**src/rtl/sc_core_oz_pkg.sv**
```systemverilog
// Shared types for the oz core load/store unit: FSM states, RV32I access sizes
// and the misalignment rule used when an instruction is accepted.
package sc_core_oz_pkg;

    localparam int MEM_TIMEOUT_DEF = 255;

    typedef enum logic [1:0] {
        ST_IDLE = 2'd0,
        ST_REQ  = 2'd1,
        ST_WAIT = 2'd2,
        ST_DONE = 2'd3
    } lsu_state_e;

    typedef enum logic [2:0] {
        F3_B  = 3'b000,
        F3_H  = 3'b001,
        F3_W  = 3'b010,
        F3_BU = 3'b100,
        F3_HU = 3'b101
    } lsu_size_e;

    // Reserved encodings (including unsigned stores) are reported as misaligned.
    function automatic logic lsu_misaligned(input logic we, input logic [2:0] f3,
                                            input logic [1:0] addr_lo);
        logic mis;
        case (f3)
            F3_B:    mis = 1'b0;
            F3_H:    mis = addr_lo[0];
            F3_W:    mis = (addr_lo != 2'b00);
            F3_BU:   mis = we;
            F3_HU:   mis = we | addr_lo[0];
            default: mis = 1'b1;
        endcase
        return mis;
    endfunction

endpackage

```
**src/rtl/sc_core_oz_lsu_align.sv**
```systemverilog
// Byte-lane steering for the LSU: store byte enables and lane replication,
// load lane extraction with sign or zero extension.
module sc_core_oz_lsu_align
    import sc_core_oz_pkg::*;
(
    input  logic [2:0]  funct3,
    input  logic [1:0]  addr_lo,
    input  logic [31:0] wdata,
    input  logic [31:0] rdata,
    output logic [3:0]  be,
    output logic [31:0] wdata_lane,
    output logic [31:0] rdata_ext
);

    logic [31:0] rdata_shift;

    always_comb begin
        be         = 4'b0000;
        wdata_lane = wdata;
        case (funct3[1:0])
            2'b00: begin
                be         = 4'b0001 << addr_lo;
                wdata_lane = {4{wdata[7:0]}};
            end
            2'b01: begin
                be         = 4'b0011 << addr_lo;
                wdata_lane = {2{wdata[15:0]}};
            end
            2'b10:   be = 4'b1111;
            default: be = 4'b0000;
        endcase
    end

    assign rdata_shift = rdata >> {addr_lo, 3'b000};

    always_comb begin
        rdata_ext = rdata_shift;
        case (funct3)
            F3_B:    rdata_ext = {{24{rdata_shift[7]}}, rdata_shift[7:0]};
            F3_H:    rdata_ext = {{16{rdata_shift[15]}}, rdata_shift[15:0]};
            F3_BU:   rdata_ext = {24'h000000, rdata_shift[7:0]};
            F3_HU:   rdata_ext = {16'h0000, rdata_shift[15:0]};
            default: rdata_ext = rdata_shift;
        endcase
    end

endmodule

```
**src/rtl/sc_core_oz_lsu.sv**
```systemverilog
// Load/store unit for the oz core: one outstanding access on a req/gnt/rvalid
// memory port, with misalignment detection and a response timeout.
//
// state   | meaning
// IDLE    | waiting for lsu_valid; captures the instruction
// REQ     | mem_req held until mem_gnt
// WAIT    | load granted, waiting for mem_rvalid
// DONE    | one-cycle lsu_done pulse, no new instruction accepted
module sc_core_oz_lsu
    import sc_core_oz_pkg::*;
#(
    parameter int MEM_TIMEOUT = MEM_TIMEOUT_DEF
) (
    input  logic        clk,
    input  logic        rst,
    input  logic        lsu_valid,
    input  logic        lsu_we,
    input  logic [2:0]  lsu_funct3,
    input  logic [31:0] lsu_addr,
    input  logic [31:0] lsu_wdata,
    output logic [31:0] lsu_rdata,
    output logic        lsu_done,
    output logic        lsu_stall,
    output logic        lsu_misalign,
    output logic        lsu_err,
    output logic        mem_req,
    output logic        mem_we,
    output logic [31:0] mem_addr,
    output logic [31:0] mem_wdata,
    output logic [3:0]  mem_be,
    input  logic        mem_gnt,
    input  logic        mem_rvalid,
    input  logic [31:0] mem_rdata
);

    localparam int CW = $clog2(MEM_TIMEOUT + 1);
    localparam logic [CW-1:0] CNT_TC = CW'(MEM_TIMEOUT - 1);

    lsu_state_e  state;
    logic [31:0] addr_q;
    logic [31:0] wdata_q;
    logic [31:0] rdata_q;
    logic [2:0]  funct3_q;
    logic        we_q;
    logic        misalign_q;
    logic        err_q;
    logic [CW-1:0] cnt;
    logic        timeout;
    logic [3:0]  be_lane;
    logic [31:0] wdata_lane;
    logic [31:0] rdata_ext;

    sc_core_oz_lsu_align u_align (
        .funct3     (funct3_q),
        .addr_lo    (addr_q[1:0]),
        .wdata      (wdata_q),
        .rdata      (mem_rdata),
        .be         (be_lane),
        .wdata_lane (wdata_lane),
        .rdata_ext  (rdata_ext)
    );

    // Counter runs from REQ entry, so the budget covers grant plus response.
    assign timeout = (cnt >= CNT_TC);

    always_ff @(posedge clk or posedge rst) begin
        if (rst) begin
            state      <= ST_IDLE;
            addr_q     <= '0;
            wdata_q    <= '0;
            funct3_q   <= '0;
            we_q       <= 1'b0;
            rdata_q    <= '0;
            misalign_q <= 1'b0;
            err_q      <= 1'b0;
            cnt        <= '0;
        end else begin
            case (state)
                ST_IDLE: begin
                    misalign_q <= 1'b0;
                    err_q      <= 1'b0;
                    if (lsu_valid) begin
                        addr_q   <= lsu_addr;
                        wdata_q  <= lsu_wdata;
                        funct3_q <= lsu_funct3;
                        we_q     <= lsu_we;
                        cnt      <= '0;
                        if (lsu_misaligned(lsu_we, lsu_funct3, lsu_addr[1:0])) begin
                            misalign_q <= 1'b1;
                            rdata_q    <= '0;
                            state      <= ST_DONE;
                        end else begin
                            state <= ST_REQ;
                        end
                    end
                end
                ST_REQ: begin
                    if (mem_gnt) begin
                        if (we_q) begin
                            rdata_q <= '0;
                            state   <= ST_DONE;
                        end else if (mem_rvalid) begin
                            rdata_q <= rdata_ext;
                            state   <= ST_DONE;
                        end else begin
                            cnt   <= cnt + 1'b1;
                            state <= ST_WAIT;
                        end
                    end else if (timeout) begin
                        err_q   <= 1'b1;
                        rdata_q <= '0;
                        state   <= ST_DONE;
                    end else begin
                        cnt <= cnt + 1'b1;
                    end
                end
                ST_WAIT: begin
                    if (mem_rvalid) begin
                        rdata_q <= rdata_ext;
                        state   <= ST_DONE;
                    end else if (timeout) begin
                        err_q   <= 1'b1;
                        rdata_q <= '0;
                        state   <= ST_DONE;
                    end else begin
                        cnt <= cnt + 1'b1;
                    end
                end
                ST_DONE: state <= ST_IDLE;
                default: state <= ST_IDLE;
            endcase
        end
    end

    assign lsu_done     = (state == ST_DONE);
    assign lsu_rdata    = rdata_q;
    assign lsu_misalign = lsu_done & misalign_q;
    assign lsu_err      = lsu_done & err_q;
    assign lsu_stall    = lsu_valid & ~lsu_done;

    // Reset gating keeps the memory port quiet combinationally while rst is high.
    assign mem_req   = (state == ST_REQ) & ~rst;
    assign mem_we    = mem_req & we_q;
    assign mem_be    = mem_req ? be_lane : 4'b0000;
    assign mem_addr  = {addr_q[31:2], 2'b00};
    assign mem_wdata = wdata_lane;

endmodule

```
**config.mk**
```make
export PLATFORM = sky130hd
export DESIGN_NAME = sc_core_oz_lsu
export DESIGN_NICKNAME = d
export VERILOG_FILES = /design/src/rtl/sc_core_oz_pkg.sv /design/src/rtl/sc_core_oz_lsu_align.sv /design/src/rtl/sc_core_oz_lsu.sv
export SDC_FILE = /design/constraint.sdc
export NUM_CORES = 1
export LEC_CHECK = 0
export BUFFER_PORTS_ARGS = -buffer_cell sky130_fd_sc_hd__buf_2
export CELL_PAD_IN_SITES_DETAIL_PLACEMENT = 1
export CELL_PAD_IN_SITES_GLOBAL_PLACEMENT = 2
export CORE_ASPECT_RATIO = 1.25
export CORE_MARGIN = 8
export CORE_UTILIZATION = 26
export DETAILED_ROUTE_END_ITERATION = 10
export HOLD_SLACK_MARGIN = 0.15
export PLACE_DENSITY_LB_ADDON = 0.25
export SYNTH_ARGS = -nofsm -noshare
export SYNTH_HDL_FRONTEND = slang
export SYNTH_SLANG_ARGS = --single-unit
```
**constraint.sdc**
```tcl
create_clock -name clk -period 4.53 [get_ports clk]
set_clock_uncertainty 0.1 [all_clocks]
set_input_delay 0.2265 -clock clk [delete_from_list [all_inputs] [get_ports clk]]
set_output_delay 0.2265 -clock clk [all_outputs]
set_load 0.03 [all_outputs]
```
==> results.sh <==
export IMPL_wl_per_cell_um=19.3
export IMPL_cp_top_family="flip-flops"
export IMPL_numPlacedInstances=954
export IMPL_syn_avg_cell_area_sq_um=11.4
export IMPL_cts_inserted_buffers=9
export IMPL_rsz0062_at_grt="false"
export IMPL_dr_pass1_iters=4
export IMPL_grt_pass1_vias=5666
export IMPL_crit_buf_inv=2
export IMPL_critical_path_class="reg -> out"
export IMPL_yosys_area_top_type_share_pct=46.8
export IMPL_wl_met2_mm=9.97
export IMPL_cp_arrival_ns=2.46
export IMPL_slowest_stage="dfrtp_2"
export IMPL_clockBufferDepth=2
export IMPL_viasPerCell=4.76
export IMPL_fin_ws_ns=1.75
export IMPL_synth_edf_count=0
export IMPL_row_count=62
export IMPL_top_layer="met4"
export IMPL_peakVddDrop_mv=0.431
export IMPL_area_delta_synth_final_pct=34.0
export IMPL_synthCells=524
export IMPL_port_buffers=208
export IMPL_setup_worst_path_end_class="primary output"
export IMPL_maxSlewHeadroom_pct=33.6
export IMPL_root_buffer="clkbuf_16"
export IMPL_antenna_found_initial=1
export IMPL_synthArstFlopShare_pct=100
export IMPL_tritoncts="built"
export IMPL_grt_max_degree=58
export IMPL_placed_area_sq_mm=0.00700
export IMPL_period_share_pct=61.4
export IMPL_yosysWarningCount=0
export IMPL_dieHeight_um=186
export IMPL_met3_length_mm=1.45
export IMPL_worst_hold_startpoint="mem_rdata[21]"
export IMPL_critPathLaunch="funct3_q[1]"
export IMPL_slowest_delay_ns=0.71
export IMPL_cts_resized=0
export IMPL_cts_sinks=112
export IMPL_drt_total_wl_mm=20.2
export IMPL_startpoint_type="flop"
export IMPL_seq_area_frac_synth_pct=46.8
export IMPL_cellLeakagePower_nw=3.84
export IMPL_synthTopCellsByArea="dfrtp_1, mux2_2, buf_4"
export IMPL_fin_area_sq_mm=0.00803
export IMPL_final_hold_violation_count=0
export IMPL_globalplace_congestion=0.768
export IMPL_ys_ff_latch=112
export IMPL_start_util_pct=26.3
export IMPL_min_path_type="in -> reg"
export IMPL_path_cells="nor2_2, buf_4, mux2_2, buf_2"
export IMPL_setup_tns_ns=0
export IMPL_nNetsFinal=862
export IMPL_fp_dieW_um=152
export IMPL_drc=0
export IMPL_slew_viol_final=0
export IMPL_wl_met1_mm=8.34
export IMPL_first_iter_violations=149
export IMPL_syn_cell_area_sq_mm=0.00599
export IMPL_htreeDepth=3
export IMPL_clk_pin_slew_worst_paths_ns=0.08
export IMPL_dp_slack_ns=1.83
export IMPL_synth_cell_types=50
export IMPL_status="completed"
export IMPL_grt_remaining_overflow=0
export IMPL_drive_above_1_share_pct=43.8
export IMPL_finalHoldWorstSlack_ns=0.159
export IMPL_ios=211
export IMPL_synth_area_leader_cell="dfrtp_1"
export IMPL_yosys_most_used_dff="dfrtp_1"
export IMPL_cp_max_fo=50
export IMPL_max_cap_violations=0
export IMPL_grt_pass1_wl_mm=31.8
export IMPL_dr_total_vias=4979
export IMPL_die_area_sq_mm=0.0282
export IMPL_clkLatencyLatePin_ns=0.35
export IMPL_setup_violations=0
export IMPL_fin_cells=1046
export IMPL_powerDensity_mw_per_mm2=784
export IMPL_reg2reg_from="state[1]"
export IMPL_core_sq_mm=0.0228
export IMPL_p_total_mw=6.30
export IMPL_max_freq_mhz=359
export IMPL_tightest_slew_ns=0.990
export IMPL_groute_usage_overall_pct=14.4
export IMPL_synth_most_common_cell="dfrtp_1"
export IMPL_antenna_left=0
export IMPL_ys_top_cells_by_count="dfrtp_1, mux2_2, buf_4"
export IMPL_period_needed_ns=2.78
export IMPL_hpwlAfterDp_mm=15.0
export IMPL_final_util_pct=35.2
export IMPL_worstPathRequired_ns=4.20
[routing by layer]
| metal | global-route usage (%) | up-vias |
|---|---|---|
| li1 | - | 2320 |
| met3 | 4.57 | 20 |
| met4 | 4.52 | 0 |
| met1 | 16.9 | 2477 |
| met5 | 0 | - |
| met2 | 24.3 | 162 |
[sequential cells by signal, summed over array words and instances, names as in the netlist]
register	count
addr_q	32
lsu_rdata	32
wdata_q	32
cnt	8
funct3_q	3
state	2
err_q	1
misalign_q	1
we_q	1
[worst min-delay path: stages]
cell and delay [ns]:
buf_2 0.12, a221oi_1 0.08, o2bb2ai_1 0.15
[cell type report]
type / count / area [sq um]
fillers: 2577 / 14800
flip-flops and latches: 112 / 2800
multi-input cells: 326 / 2690
repair buffers: 289 / 1830
well taps: 288 / 360
clock buffers: 10 / 229
clock inverters: 6 / 61.3
inverters: 12 / 47.5
diodes: 3 / 7.51
[power breakdown]
part | total (mW) | internal [mW] | leakage, nW | switching (mW)
Combinational | 3.63 | 1.34 | 2.30 | 2.29
Clock | 0.804 | 0.389 | 0.138 | 0.416
Sequential | 1.87 | 1.46 | 1.40 | 0.409
[cell usage in the layout, fill, tap and decap left out, drive strengths merged, types with 3 or more instances in the layout]
master,count
a211oi,5
a21oi,9
a221oi,10
a22o,8
a31o,3
a32o,16
and2,5
and3,3
buf,216
clkbuf,10
clkinv,3
dfrtp,112
diode,3
dlygate4sd3,73
ha,7
inv,14
mux2,92
mux2i,27
nand2,36
nand3,3
nor2,14
nor2b,9
nor4,3
o21a,3
o21ai,34
o2bb2ai,8
o31a,5
[cell families after synthesis]
logic type               after synthesis  share of synthesized area (%)
multiplexers                         120                           22.3
AO/OA/AOI/OAI                        116                           14.5
flip-flops                           112                           46.8
buffers and inverters                 87                           8.48
AND/OR/NAND/NOR                       81                           6.41
adder cells (fa/ha/maj)                7                           1.46
other                                  1                         0.0626
[path summary, 6_finish.rpt]
path                       slack [ns]       endpoint  cells past startpoint
hold / removal                   0.16  lsu_rdata[13]                      3
hold reg to reg                  0.40  lsu_rdata[18]                      1
setup reg to reg                 1.84         cnt[3]                      6
setup / recovery                 1.75  mem_wdata[13]                      4
max in group asynchronous        2.61    funct3_q[1]                      4
min in group asynchronous        0.45     addr_q[28]                      3
[what timing repair did]
item	4_1_cts	5_1_grt
endpoints found under the hold margin	127	0
setup buffers	0	0
hold buffers	73	0
Note: power is estimated with default switching activity, not from simulation.
